## config.mk

```make
export PLATFORM = sky130hd
export DESIGN_NAME = mem_access_unit_flat
export DESIGN_NICKNAME = d
export VERILOG_FILES = /design/src/rtl/mem_access_unit_if.sv /design/src/rtl/mem_access_unit.sv /design/src/flat_wrapper.sv
export SDC_FILE = /design/constraint.sdc
export NUM_CORES = 1
export LEC_CHECK = 0
export CAP_MARGIN = 10
export CELL_PAD_IN_SITES_DETAIL_PLACEMENT = 0
export CELL_PAD_IN_SITES_GLOBAL_PLACEMENT = 1
export CORE_MARGIN = 10
export CORE_UTILIZATION = 31
export CTS_BUF_LIST = sky130_fd_sc_hd__clkbuf_16
export DETAILED_ROUTE_END_ITERATION = 10
export PLACE_DENSITY = 0.87
export SYNTH_ARGS = -nofsm -noshare
export SYNTH_HDL_FRONTEND = slang
export SYNTH_SLANG_ARGS = --single-unit
```

## constraint.sdc

```tcl
create_clock -name clk -period 2.3 [get_ports clk]
set_clock_uncertainty 0.05 [all_clocks]
set_input_delay 0.46 -clock clk [delete_from_list [all_inputs] [get_ports clk]]
set_output_delay 0.46 -clock clk [all_outputs]
set_load 0.05 [all_outputs]
```

## src/rtl/mem_access_unit_if.sv

```systemverilog
// Data-SRAM request/response bus between the load/store unit (master)
// and the data memory (slave).
interface mem_access_unit_if #(
  parameter int ADDR_W = 32,
  parameter int DATA_W = 32
);
  logic                  data_req;
  logic                  data_wr;
  logic [1:0]            data_size;
  logic [ADDR_W-1:0]     data_addr;
  logic [DATA_W/8-1:0]   data_wstrb;
  logic [DATA_W-1:0]     data_wdata;
  logic                  data_addr_ok;
  logic                  data_data_ok;
  logic [DATA_W-1:0]     data_rdata;

  modport master (
    output data_req, data_wr, data_size, data_addr, data_wstrb, data_wdata,
    input  data_addr_ok, data_data_ok, data_rdata
  );

  modport slave (
    input  data_req, data_wr, data_size, data_addr, data_wstrb, data_wdata,
    output data_addr_ok, data_data_ok, data_rdata
  );
endinterface

```

## src/rtl/mem_access_unit.sv

```systemverilog
// Memory-stage load/store unit: issues one aligned access per decoded load or
// store on the data-SRAM bus, stalls the pipeline until it completes.
module mem_access_unit #(
  parameter int ADDR_W = 32,
  parameter int DATA_W = 32
) (
  input  logic              clk,
  input  logic              resetn,
  input  logic              req_valid,
  input  logic              mem_read,
  input  logic              mem_write,
  input  logic [1:0]        mem_size,
  input  logic              mem_unsigned,
  input  logic              flush,
  input  logic [ADDR_W-1:0] addr,
  input  logic [DATA_W-1:0] wdata,
  output logic              mem_stall,
  output logic [DATA_W-1:0] load_data,
  output logic              resp_valid,
  output logic              adel,
  output logic              ades,
  output logic [ADDR_W-1:0] bad_vaddr,
  mem_access_unit_if.master dbus
);

  localparam logic [1:0] IDLE = 2'd0;
  localparam logic [1:0] REQ  = 2'd1;
  localparam logic [1:0] WAIT = 2'd2;
  localparam logic [1:0] DONE = 2'd3;

  logic [1:0]        state_q, state_d;
  logic              isWrite_q, isWrite_d;
  logic [1:0]        size_q, size_d;
  logic              isUnsigned_q, isUnsigned_d;
  logic [1:0]        lane_q, lane_d;
  logic              drop_q, drop_d;
  logic              dataReq_q, dataReq_d;
  logic              dataWr_q, dataWr_d;
  logic [1:0]        dataSize_q, dataSize_d;
  logic [ADDR_W-1:0] dataAddr_q, dataAddr_d;
  logic [3:0]        dataWstrb_q, dataWstrb_d;
  logic [DATA_W-1:0] dataWdata_q, dataWdata_d;
  logic [DATA_W-1:0] loadData_q, loadData_d;

  logic              validOp, misaligned, acceptOp, busy, draining;
  logic [3:0]        laneStrb;
  logic [DATA_W-1:0] laneWdata;
  logic [7:0]        byteSel;
  logic [15:0]       halfSel;
  logic [DATA_W-1:0] extended;

  assign validOp    = req_valid & ~flush & (mem_read ^ mem_write);
  assign misaligned = (mem_size == 2'd3) |
                      ((mem_size == 2'd1) & addr[0]) |
                      ((mem_size == 2'd2) & (|addr[1:0]));
  assign acceptOp   = (state_q == IDLE) & validOp & ~misaligned;
  assign busy       = (state_q == REQ) | (state_q == WAIT);
  assign draining   = drop_q & (state_q != IDLE);

  // A flushed access keeps draining on the bus but releases the pipeline;
  // a follow-on op must still wait for the FSM to get back to IDLE.
  assign mem_stall  = resetn & (acceptOp | (busy & ~drop_q & ~flush) | (draining & validOp));
  assign resp_valid = (state_q == DONE) & ~drop_q;
  assign adel       = resetn & (state_q == IDLE) & validOp & misaligned & mem_read;
  assign ades       = resetn & (state_q == IDLE) & validOp & misaligned & mem_write;
  assign bad_vaddr  = (adel | ades) ? addr : '0;

  always_comb begin
    laneStrb  = 4'b0000;
    laneWdata = '0;
    if (mem_write) begin
      case (mem_size)
        2'd0: begin
          laneStrb  = 4'b0001 << addr[1:0];
          laneWdata = {4{wdata[7:0]}};
        end
        2'd1: begin
          laneStrb  = addr[1] ? 4'b1100 : 4'b0011;
          laneWdata = {2{wdata[15:0]}};
        end
        default: begin
          laneStrb  = 4'b1111;
          laneWdata = wdata;
        end
      endcase
    end
  end

  always_comb begin
    byteSel  = dbus.data_rdata[{lane_q, 3'b000} +: 8];
    halfSel  = lane_q[1] ? dbus.data_rdata[31:16] : dbus.data_rdata[15:0];
    extended = dbus.data_rdata;
    case (size_q)
      2'd0:    extended = {{24{~isUnsigned_q & byteSel[7]}}, byteSel};
      2'd1:    extended = {{16{~isUnsigned_q & halfSel[15]}}, halfSel};
      default: extended = dbus.data_rdata;
    endcase
  end

  always_comb begin
    state_d      = state_q;
    isWrite_d    = isWrite_q;
    size_d       = size_q;
    isUnsigned_d = isUnsigned_q;
    lane_d       = lane_q;
    drop_d       = drop_q;
    dataReq_d    = dataReq_q;
    dataWr_d     = dataWr_q;
    dataSize_d   = dataSize_q;
    dataAddr_d   = dataAddr_q;
    dataWstrb_d  = dataWstrb_q;
    dataWdata_d  = dataWdata_q;
    loadData_d   = loadData_q;
    case (state_q)
      IDLE: begin
        if (acceptOp) begin
          state_d      = REQ;
          isWrite_d    = mem_write;
          size_d       = mem_size;
          isUnsigned_d = mem_unsigned;
          lane_d       = addr[1:0];
          drop_d       = 1'b0;
          dataReq_d    = 1'b1;
          dataWr_d     = mem_write;
          dataSize_d   = mem_size;
          dataAddr_d   = {addr[ADDR_W-1:2], 2'b00};
          dataWstrb_d  = laneStrb;
          dataWdata_d  = laneWdata;
        end
      end
      REQ: begin
        if (flush) drop_d = 1'b1;
        if (dbus.data_addr_ok) begin
          dataReq_d = 1'b0;
          state_d   = dbus.data_data_ok ? DONE : WAIT;
          if (dbus.data_data_ok & ~isWrite_q & ~drop_q & ~flush) loadData_d = extended;
        end
      end
      WAIT: begin
        if (flush) drop_d = 1'b1;
        if (dbus.data_data_ok) begin
          state_d = DONE;
          if (~isWrite_q & ~drop_q & ~flush) loadData_d = extended;
        end
      end
      DONE: begin
        state_d = IDLE;
        drop_d  = 1'b0;
      end
    endcase
  end

  always_ff @(posedge clk or negedge resetn) begin
    if (!resetn) begin
      state_q      <= IDLE;
      isWrite_q    <= 1'b0;
      size_q       <= 2'd0;
      isUnsigned_q <= 1'b0;
      lane_q       <= 2'd0;
      drop_q       <= 1'b0;
      dataReq_q    <= 1'b0;
      dataWr_q     <= 1'b0;
      dataSize_q   <= 2'd0;
      dataAddr_q   <= '0;
      dataWstrb_q  <= 4'b0000;
      dataWdata_q  <= '0;
      loadData_q   <= '0;
    end else begin
      state_q      <= state_d;
      isWrite_q    <= isWrite_d;
      size_q       <= size_d;
      isUnsigned_q <= isUnsigned_d;
      lane_q       <= lane_d;
      drop_q       <= drop_d;
      dataReq_q    <= dataReq_d;
      dataWr_q     <= dataWr_d;
      dataSize_q   <= dataSize_d;
      dataAddr_q   <= dataAddr_d;
      dataWstrb_q  <= dataWstrb_d;
      dataWdata_q  <= dataWdata_d;
      loadData_q   <= loadData_d;
    end
  end

  assign dbus.data_req   = dataReq_q;
  assign dbus.data_wr    = dataWr_q;
  assign dbus.data_size  = dataSize_q;
  assign dbus.data_addr  = dataAddr_q;
  assign dbus.data_wstrb = dataWstrb_q;
  assign dbus.data_wdata = dataWdata_q;
  assign load_data       = loadData_q;

endmodule

```

## src/flat_wrapper.sv

```systemverilog
// flat-port wrapper written by rule: the top's interface ports become plain ports
module mem_access_unit_flat 
#(
  parameter int ADDR_W = 32,
  parameter int DATA_W = 32
)
  (clk, resetn, req_valid, mem_read, mem_write, mem_size, mem_unsigned, flush, addr, wdata, mem_stall, load_data, resp_valid, adel, ades, bad_vaddr, dbus_data_req, dbus_data_wr, dbus_data_size, dbus_data_addr, dbus_data_wstrb, dbus_data_wdata, dbus_data_addr_ok, dbus_data_data_ok, dbus_data_rdata);
  mem_access_unit_if #(.ADDR_W(ADDR_W), .DATA_W(DATA_W)) dbus_i ();
  input  logic clk;
  input  logic resetn;
  input  logic req_valid;
  input  logic mem_read;
  input  logic mem_write;
  input  logic [1:0] mem_size;
  input  logic mem_unsigned;
  input  logic flush;
  input  logic [ADDR_W-1:0] addr;
  input  logic [DATA_W-1:0] wdata;
  output logic mem_stall;
  output logic [DATA_W-1:0] load_data;
  output logic resp_valid;
  output logic adel;
  output logic ades;
  output logic [ADDR_W-1:0] bad_vaddr;
  output wire logic [$bits(dbus_i.data_req)-1:0] dbus_data_req;
  output wire logic [$bits(dbus_i.data_wr)-1:0] dbus_data_wr;
  output wire logic [$bits(dbus_i.data_size)-1:0] dbus_data_size;
  output wire logic [$bits(dbus_i.data_addr)-1:0] dbus_data_addr;
  output wire logic [$bits(dbus_i.data_wstrb)-1:0] dbus_data_wstrb;
  output wire logic [$bits(dbus_i.data_wdata)-1:0] dbus_data_wdata;
  input wire logic [$bits(dbus_i.data_addr_ok)-1:0] dbus_data_addr_ok;
  input wire logic [$bits(dbus_i.data_data_ok)-1:0] dbus_data_data_ok;
  input wire logic [$bits(dbus_i.data_rdata)-1:0] dbus_data_rdata;
  assign dbus_data_req = dbus_i.data_req;
  assign dbus_data_wr = dbus_i.data_wr;
  assign dbus_data_size = dbus_i.data_size;
  assign dbus_data_addr = dbus_i.data_addr;
  assign dbus_data_wstrb = dbus_i.data_wstrb;
  assign dbus_data_wdata = dbus_i.data_wdata;
  assign dbus_i.data_addr_ok = dbus_data_addr_ok;
  assign dbus_i.data_data_ok = dbus_data_data_ok;
  assign dbus_i.data_rdata = dbus_data_rdata;
  mem_access_unit #(.ADDR_W(ADDR_W), .DATA_W(DATA_W)) u_core (.clk(clk), .resetn(resetn), .req_valid(req_valid), .mem_read(mem_read), .mem_write(mem_write), .mem_size(mem_size), .mem_unsigned(mem_unsigned), .flush(flush), .addr(addr), .wdata(wdata), .mem_stall(mem_stall), .load_data(load_data), .resp_valid(resp_valid), .adel(adel), .ades(ades), .bad_vaddr(bad_vaddr), .dbus(dbus_i));
endmodule
```

==> results of run 1 <==
[state kept, by name (all words and copies together), names as in the netlist]
signal	flops
u_core.isWrite_q	1
u_core.drop_q	1
u_core.size_q	2
u_core.load_data	32
u_core.state_q	2
u_core.lane_q	2
u_core.dbus.data_addr	30
u_core.dbus.data_wstrb	4
u_core.dbus.data_req	1
u_core.isUnsigned_q	1
u_core.dbus.data_wdata	32
[cell usage after synthesis (2+ instances only)]
cell | instances | area, µm²
sky130_fd_sc_hd__dfrtp_1 | 108 | 2700
sky130_fd_sc_hd__nand2_1 | 95 | 357
sky130_fd_sc_hd__o21ai_0 | 51 | 255
sky130_fd_sc_hd__mux2_2 | 42 | 473
sky130_fd_sc_hd__and2_1 | 35 | 219
sky130_fd_sc_hd__mux2i_1 | 31 | 310
sky130_fd_sc_hd__nor2_1 | 25 | 93.8
sky130_fd_sc_hd__buf_2 | 18 | 90.1
sky130_fd_sc_hd__a21oi_1 | 16 | 80.1
sky130_fd_sc_hd__clkbuf_1 | 16 | 60.1
sky130_fd_sc_hd__inv_1 | 15 | 56.3
sky130_fd_sc_hd__a21oi_2 | 10 | 87.6
sky130_fd_sc_hd__a221oi_1 | 9 | 78.8
sky130_fd_sc_hd__a21o_1 | 8 | 60.1
sky130_fd_sc_hd__o31ai_1 | 8 | 60.1
sky130_fd_sc_hd__o31ai_2 | 8 | 100
sky130_fd_sc_hd__nor2b_1 | 6 | 37.5
sky130_fd_sc_hd__nor4bb_1 | 6 | 60.1
sky130_fd_sc_hd__o22a_1 | 6 | 52.6
sky130_fd_sc_hd__ha_1 | 4 | 50.1
sky130_fd_sc_hd__buf_4 | 3 | 22.5
sky130_fd_sc_hd__a21boi_0 | 2 | 15.0
sky130_fd_sc_hd__a31oi_1 | 2 | 12.5
sky130_fd_sc_hd__and3_1 | 2 | 12.5
sky130_fd_sc_hd__buf_6 | 2 | 22.5
sky130_fd_sc_hd__nand2b_1 | 2 | 12.5
sky130_fd_sc_hd__nand3_1 | 2 | 10.0
sky130_fd_sc_hd__o22ai_1 | 2 | 12.5
[final cells by class]
type	count	area (µm²)
well taps	229	287
repair buffers	292	3290
clock buffers	9	225
clock inverters	7	121
multi-input cells	391	2840
flip-flops and latches	108	2700
fillers	1638	8380
inverters	16	60.1
[routing by layer]
| metal | up-vias | wire [µm] |
|---|---|---|
| met2 | 167 | 10200 |
| met1 | 2378 | 8050 |
| met4 | 4 | 247 |
| met5 | - | 14 |
| met3 | 18 | 2040 |
| li1 | 2445 | - |
[stage by stage]
stage / worst slack, ns / power, W / TNS [ns] / hold WS [ns]
after floorplan: 0.0462 / 0.00789 / 0 / 0.114
after global placement: -0.586 / 0.0105 / -27.83 / 0.409
after detailed placement: -0.568 / 0.0106 / -26.05 / 0.416
after CTS: -0.183 / 0.0126 / -5.73 / 0.241
after global routing: -0.184 / 0.0132 / -5.69 / 0.248
final: -0.131 / 0.0125 / -3.66 / 0.203
[cells by family (layout without fill, tap and decap cells)]
family / Yosys count / after routing / synth area share
simple gates: 180 / 180 / 0.154
xor+xnor: 1 / 1 / 0.00155
compound gates: 129 / 129 / 0.160
flops: 108 / 108 / 0.479
fa+ha+maj: 4 / 4 / 0.00888
other cells: 1 / 2 / 0.000665
buf+inv: 58 / 324 / 0.0504
mux: 75 / 75 / 0.145
[power groups by stage]
| stage | clock, W | combinational [W] | sequential (W) |
|---|---|---|---|
| floorplan | 0 | 0.00184 | 0.00605 |
| global placement | 0 | 0.00730 | 0.00324 |
| detailed placement | 0 | 0.00735 | 0.00328 |
| CTS | 0.00187 | 0.00748 | 0.00326 |
| global route | 0.00196 | 0.00784 | 0.00337 |
| finish | 0.00183 | 0.00742 | 0.00325 |
[final timing paths]
| kind | slack, ns | to |
|---|---|---|
| setup / recovery | -0.13 | bad_vaddr[22] |
| hold / removal | 0.20 | u_core.dbus.data_wstrb[2]$_DFFE_PN0P_ |
| setup reg to reg | 0.25 | u_core.load_data[18]$_DFFE_PN0P_ |
| hold reg to reg | 0.43 | u_core.dbus.data_wdata[14]$_DFFE_PN0P_ |
| max in group asynchronous | 1.56 | u_core.load_data[5]$_DFFE_PN0P_ |
| min in group clk | 0.43 | u_core.dbus.data_wdata[14]$_DFFE_PN0P_ |
[what timing repair did]
action                     CTS  global route
cloned                       2             2
pin swaps                   12            10
buffers inserted             5             2
gates resized for setup     49            19
setup endpoints to repair   35            35
hold buffers                 0             0
hold endpoints to repair     0             0
==> summary.md, run 1 <==
| Metric | Value |
|---|---|
| Run status | `complete, but fails checks` |
| Failing checks | `setup timing` |
| Most Frequent Cell on Critical Path | `sky130_fd_sc_hd__and3_4` |
| Fraction of final layout cells sized beyond drive strength 1 | `0.265` |
| DR WL/cell | `~20 µm` |
| Met2 usage | `0.284` |
| Via count of the first global-routing pass | `5290` |
| CTS Buf Count | `9` |
| Startpoint-to-endpoint class of the critical path | `flop to output port` |
| Primary FF master, synth | `sky130_fd_sc_hd__dfrtp_1` |
| Root cell of the clock tree | `sky130_fd_sc_hd__clkbuf_16` |
| Standard cell area after detailed placement | `around 9000 µm²` |
| Core footprint | `between 15000 and 20000 µm²` |
| Count of vias placed by the detailed router | `roughly 5000` |
| Slew margin rel. | `0.606` |
| Peak-usage layer in the global routing report | `met2` |
| Met1 usage | `0.186` |
| Part of the power in the clock network | `0.146` |
| Global-route wire length before repair | `about 31000 µm` |
| Number of placement rows | `49` |
| Final #Nets | `just over 900` |
| Met3 Use GR | `0.0664` |
| Class of the tightest hold or removal check | `input pin to async pin` |
| Maximum number of pins on one net before global-route repair | `109` |
| Fin area | `9520 µm²` |
| Unique masters post-synth | `50` |
| Startpoint type of the worst setup path | `flop` |
| # diodes | `0` |
| Setup slack of the critical path after layout | `-0.131 ns` |
| Post-detailed-route count of antenna-violating nets | `0` |
| Number of port buffers | `244` |
| Power share of the combinational group | `0.594` |
| Total of flip-flops plus latches after synthesis | `108` |
| Worst Tran Pin Value | `0.591 ns` |
| Total power density per cell area | `1310 nW/µm²` |
| Bufs and invs on worst path | `3` |
| Most common cell after layout, fill and taps aside | `sky130_fd_sc_hd__clkdlybuf4s50_1` |
| Chip Width | `155 µm` |
| Sw Pwr | `0.00595 W` |
| Count of cell instances traversed by the critical path | `7` |
| Hold Fails Final Rpt | `0` |
| Total gr overflow | `0` |
| Number of optimization iterations in the first detailed-route pass | `4` |
| Post-Route Utilization | `0.532` |
| Share of async-settable or async-resettable flops after synthesis | `1.00` |
| Unrepaired setup endpoints after global routing | `yes` |
| Average cell area after synthesis | `10.1 µm²` |
| Number of cells traversed by the worst register-to-register path | `8` |
| Worst R2R Start | `u_core.state_q[1]$_DFFE_PN0P_` |
| Number of design rule violations left after detail routing | `0` |
| GRT Total Usage | `0.165` |
| Cells after DPL | `1028` |
| Clock transition at the registers of the reported paths | `about 0.07 ns` |
| Final worst-path cycle share | `1.06` |
| Maximum fanout count along the critical path | `8` |
| List of cells traversed by the critical path | `inv_2 > ha_4 > and3_4 > and3_4 > clkbuf_16 > and2_4 > buf_12` |
| Post-synthesis to final-layout area growth | `68.9%` |
| Number of clock sinks seen by CTS | `108` |
| CP max stage delay | `0.39 ns` |
| Clock tree buffer depth | `2` |
| Min Clock Period, post-route | `2.43 ns` |
| Crit-path leading delay family | `simple AND/OR/NAND/NOR gates` |
| Number of H-tree levels | `3` |
| Highest-count cells in the layout ignoring fill and taps | `sky130_fd_sc_hd__clkdlybuf4s50_1 (197), sky130_fd_sc_hd__dfrtp_1 (108), sky130_fd_sc_hd__nand2_1 (95)` |
| Share of total power consumed by net switching | `0.476` |
| Maximum clock frequency | `411 MHz` |
| CTS tree | `built` |
| Clock latency at the later pin of the worst-skew pair | `0.35 ns` |
| Crit. End Element | `output port` |
| Effective utilization at floorplan | `0.315` |
| Beginning of the critical path | `u_core.state_q[1]$_DFFE_PN0P_` |
| Initial antenna violation count | `2` |
| Overall routed net length | `20600 µm` |
| Share of power burned in registers | `0.260` |
| DP HPWL | `~16000 µm` |
| Final setup violating endpoints | `35` |
| Count of flip-flops with a built-in enable after synthesis | `0` |
| Die span in y | `about 150 µm` |
| Post-Syn Instances | `556` |
| Reported max-cap violation count | `0` |
| Final RePlAce weighted congestion | `between 0.7 and 0.8` |
| Boundary pin count | `247` |
| IR drop worst, VDD | `0.901 mV` |
| Area of the mapped netlist | `5640 µm²` |
| Critical path required time | `between 1.5 and 2 ns` |
| Pins Over Slew Limit | `0` |
| CP max-delay cell | `sky130_fd_sc_hd__dfrtp_1` |
| Share of synthesized area occupied by flip-flops and latches | `0.479` |
| Non-Filler Instances | `1052` |
| Iteration-0 DRC count of the detailed router | `222` |
| Detailed-route vias per instance | `4.76` |
| Internal power component | `0.00656 W` |
| Leakage power | `4.15 nW` |
| Arr. time, crit path | `between 1.5 and 2 ns` |
| Floorplan die area | `24000 µm²` |
| Yosys warns | `0` |
(Power assumes the default switching activity.)
==> inputs of run 2 (changes only) <==
Settings changed: PLACE_DENSITY 0.87 to 0.76, REMOVE_ABC_BUFFERS set to 1.
==> run 2 against run 1 <==
Effect of this change:
- via count grew 4.6%
- critical path depth grew 2
- clock power shrank 21%
- die area is the same
- utilization shrank 0.56 points
- first-iteration DRC count shrank 14%
- final cell count grew 0.48%
- the flow still finishes with violations (setup timing)
- total power shrank 2.8%
==> summary.md, run 2 (synthesized netlist as in run 1, its figures left out) <==
| Metric | Value |
|---|---|
| Post-detailed-route count of antenna-violating nets | `0 (unchanged)` |
| GRT Total Usage | `0.171 (+0.00631)` |
| Count of vias placed by the detailed router | `5244 (+4.6%)` |
| Maximum number of pins on one net before global-route repair | `53 (-51%)` |
| Hold Fails Final Rpt | `0 (unchanged)` |
| Number of design rule violations left after detail routing | `0 (unchanged)` |
| Class of the tightest hold or removal check | `input pin to async pin` |
| Run status | `complete, but fails checks` |
| Pins Over Slew Limit | `0 (unchanged)` |
| Final #Nets | `934 (+0.54%)` |
| # fillers | `1578 (-3.7%)` |
| Final RePlAce weighted congestion | `0.813 (+3.0%)` |
| Met3 routed WL | `1930 µm (-5.3%)` |
| Clock latency at the later pin of the worst-skew pair | `0.35 ns (about the same)` |
| Leakage power | `4.13 nW (-0.47%)` |
| Number of H-tree levels | `3 (unchanged)` |
| Initial antenna violation count | `2 (unchanged)` |
| Die span in y | `155 µm (unchanged)` |
| Worst hold slack | `0.0844 ns (-0.119 ns)` |
| Number of optimization iterations in the first detailed-route pass | `7 (+3)` |
| IR drop worst, VDD | `0.786 mV (-13%)` |
| Fraction of final layout cells sized beyond drive strength 1 | `0.265 (about the same)` |
| Maximum clock frequency | `399 MHz (-2.9%)` |
| Reported max-cap violation count | `0 (unchanged)` |
| Clock tree buffer depth | `2 (unchanged)` |
| Bufs and invs on worst path | `5 (+2)` |
| Number of port buffers | `244 (unchanged)` |
| Highest metal layer used by the detailed router | `met5` |
| Detailed-route wire length on metal 1 | `8880 µm (+10%)` |
| List of cells traversed by the critical path | `inv_2 > ha_4 > and3_1 > and3_4 > buf_12 > buf_12 > buf_12 > and2_4 > buf_12` |
| Startpoint-to-endpoint class of the critical path | `flop to output port` |
| Number of clock sinks seen by CTS | `108 (unchanged)` |
| Worst Tran Pin Value | `0.745 ns (+0.154 ns)` |
| Min Clock Period, post-route | `2.50 ns (+0.0727 ns)` |
| Failing checks | `setup timing` |
| Final worst-path cycle share | `1.09 (+0.0316)` |
| Crit. End Element | `output port` |
| Unrepaired setup endpoints after global routing | `yes` |
| DP HPWL | `15900 µm (+1.1%)` |
| Startpoint type of the worst setup path | `flop` |
| Critical path required time | `1.79 ns (about the same)` |
| Slew margin rel. | `0.503 (-0.103)` |
| Pre-CTS worst setup slack | `-0.500 ns (+0.0674 ns)` |
| Effective utilization at floorplan | `0.315 (unchanged)` |
| CP max-delay cell | `sky130_fd_sc_hd__dfrtp_1` |
| Chip Width | `155 µm (unchanged)` |
| Root cell of the clock tree | `sky130_fd_sc_hd__clkbuf_16` |
| Setup slack of the critical path after layout | `-0.203 ns (-0.0727 ns)` |
| Boundary pin count | `247 (unchanged)` |
| Detailed-route vias per instance | `4.96 (+4.1%)` |
| Crit-path leading delay family | `buffers and inverters` |
| Non-Filler Instances | `1057 (+0.48%)` |
| Most Frequent Cell on Critical Path | `sky130_fd_sc_hd__buf_12` |
| Cells after DPL | `1030 (+0.19%)` |
| CP max stage delay | `0.40 ns (about the same)` |
| Arr. time, crit path | `1.99 ns (+0.07 ns)` |
| Global-route wire length before repair | `32800 µm (+4.3%)` |
| Via count of the first global-routing pass | `5587 (+5.6%)` |
| Total gr overflow | `0 (unchanged)` |
| Number of placement rows | `49 (unchanged)` |
| Floorplan die area | `24000 µm² (unchanged)` |
| Maximum fanout count along the critical path | `8 (unchanged)` |
| Post-Route Utilization | `0.526 (-0.00559)` |
| DR WL/cell | `20.2 µm (+3.3%)` |
| Routed met2 length | `10300 µm (+0.71%)` |
| Overall routed net length | `21300 µm (+3.8%)` |
| Clock transition at the registers of the reported paths | `0.07 ns (about the same)` |
| CTS Buf Count | `9 (unchanged)` |
| Highest-count cells in the layout ignoring fill and taps | `sky130_fd_sc_hd__clkdlybuf4s50_1 (197), sky130_fd_sc_hd__dfrtp_1 (108), sky130_fd_sc_hd__nand2_1 (95)` |
| Core footprint | `17900 µm² (unchanged)` |
| CTS tree | `built` |
| Most common cell after layout, fill and taps aside | `sky130_fd_sc_hd__clkdlybuf4s50_1` |
| Total power density per cell area | `1290 nW/µm² (-1.8%)` |
| Final setup violating endpoints | `35 (unchanged)` |
| Iteration-0 DRC count of the detailed router | `192 (-14%)` |
| Post-synthesis to final-layout area growth | `67.2%` |
-- run 2: worst paths after layout --
kind                                                                to  cells past startpoint                              startpoint  slack, ns
worst max register to register         u_core.load_data[5]$_DFFE_PN0P_                      9           u_core.state_q[1]$_DFFE_PN0P_       0.10
max in group asynchronous       u_core.dbus.data_wdata[10]$_DFFE_PN0P_                      3                                  resetn       0.92
worst min register to register  u_core.dbus.data_wdata[22]$_DFFE_PN0P_                      2  u_core.dbus.data_wdata[22]$_DFFE_PN0P_       0.43
worst min-delay path                      u_core.isWrite_q$_DFFE_PN0P_                      2                                  resetn       0.08
worst max-delay path                                     bad_vaddr[13]                      9           u_core.state_q[1]$_DFFE_PN0P_      -0.20
min in group clk                u_core.dbus.data_wdata[22]$_DFFE_PN0P_                      2  u_core.dbus.data_wdata[22]$_DFFE_PN0P_       0.43
-- run 2: stage by stage --
step	TNS, ns	area (µm²)	total power [W]
after floorplan	-112.00	5420	0.00777
after global placement	-18.25	8900	0.0105
after detailed placement	-25.03	8900	0.0107
after CTS	-4.68	9410	0.0122
after global routing	-6.93	9420	0.0128
final	-5.40	9420	0.0122
-- run 2: routing by layer --
metal,vias up,track usage
met2,188,0.285
met5,-,0
li1,2444,-
met1,2592,0.203
met4,2,0.0423
met3,18,0.0662
-- run 2: area by class of cell --
type                            count  area, µm²  share of cell area
Antenna cell                        1       2.50            0.000266
Clock buffer                        9        225              0.0239
Clock inverter                      6       33.8             0.00358
Inverter                           16       60.1             0.00637
Multi-Input combinational cell    391       2790               0.296
Sequential cell                   108       2700               0.287
Tap cell                          229        287              0.0304
Timing Repair Buffer              297       3320               0.352
-- run 2: report_power, final --
group	switching (W)	internal, W	total [W]
clock network	0.000723	0.000721	0.00144
registers	0.000546	0.00275	0.00330
logic	0.00470	0.00271	0.00741
-- run 2: repair_timing --
item,in CTS,in global routing
endpoints found under the setup margin,35,35
cloned,2,1
resized for setup,65,5
hold buffers,0,0
pin swaps,8,2
buffers inserted,6,3
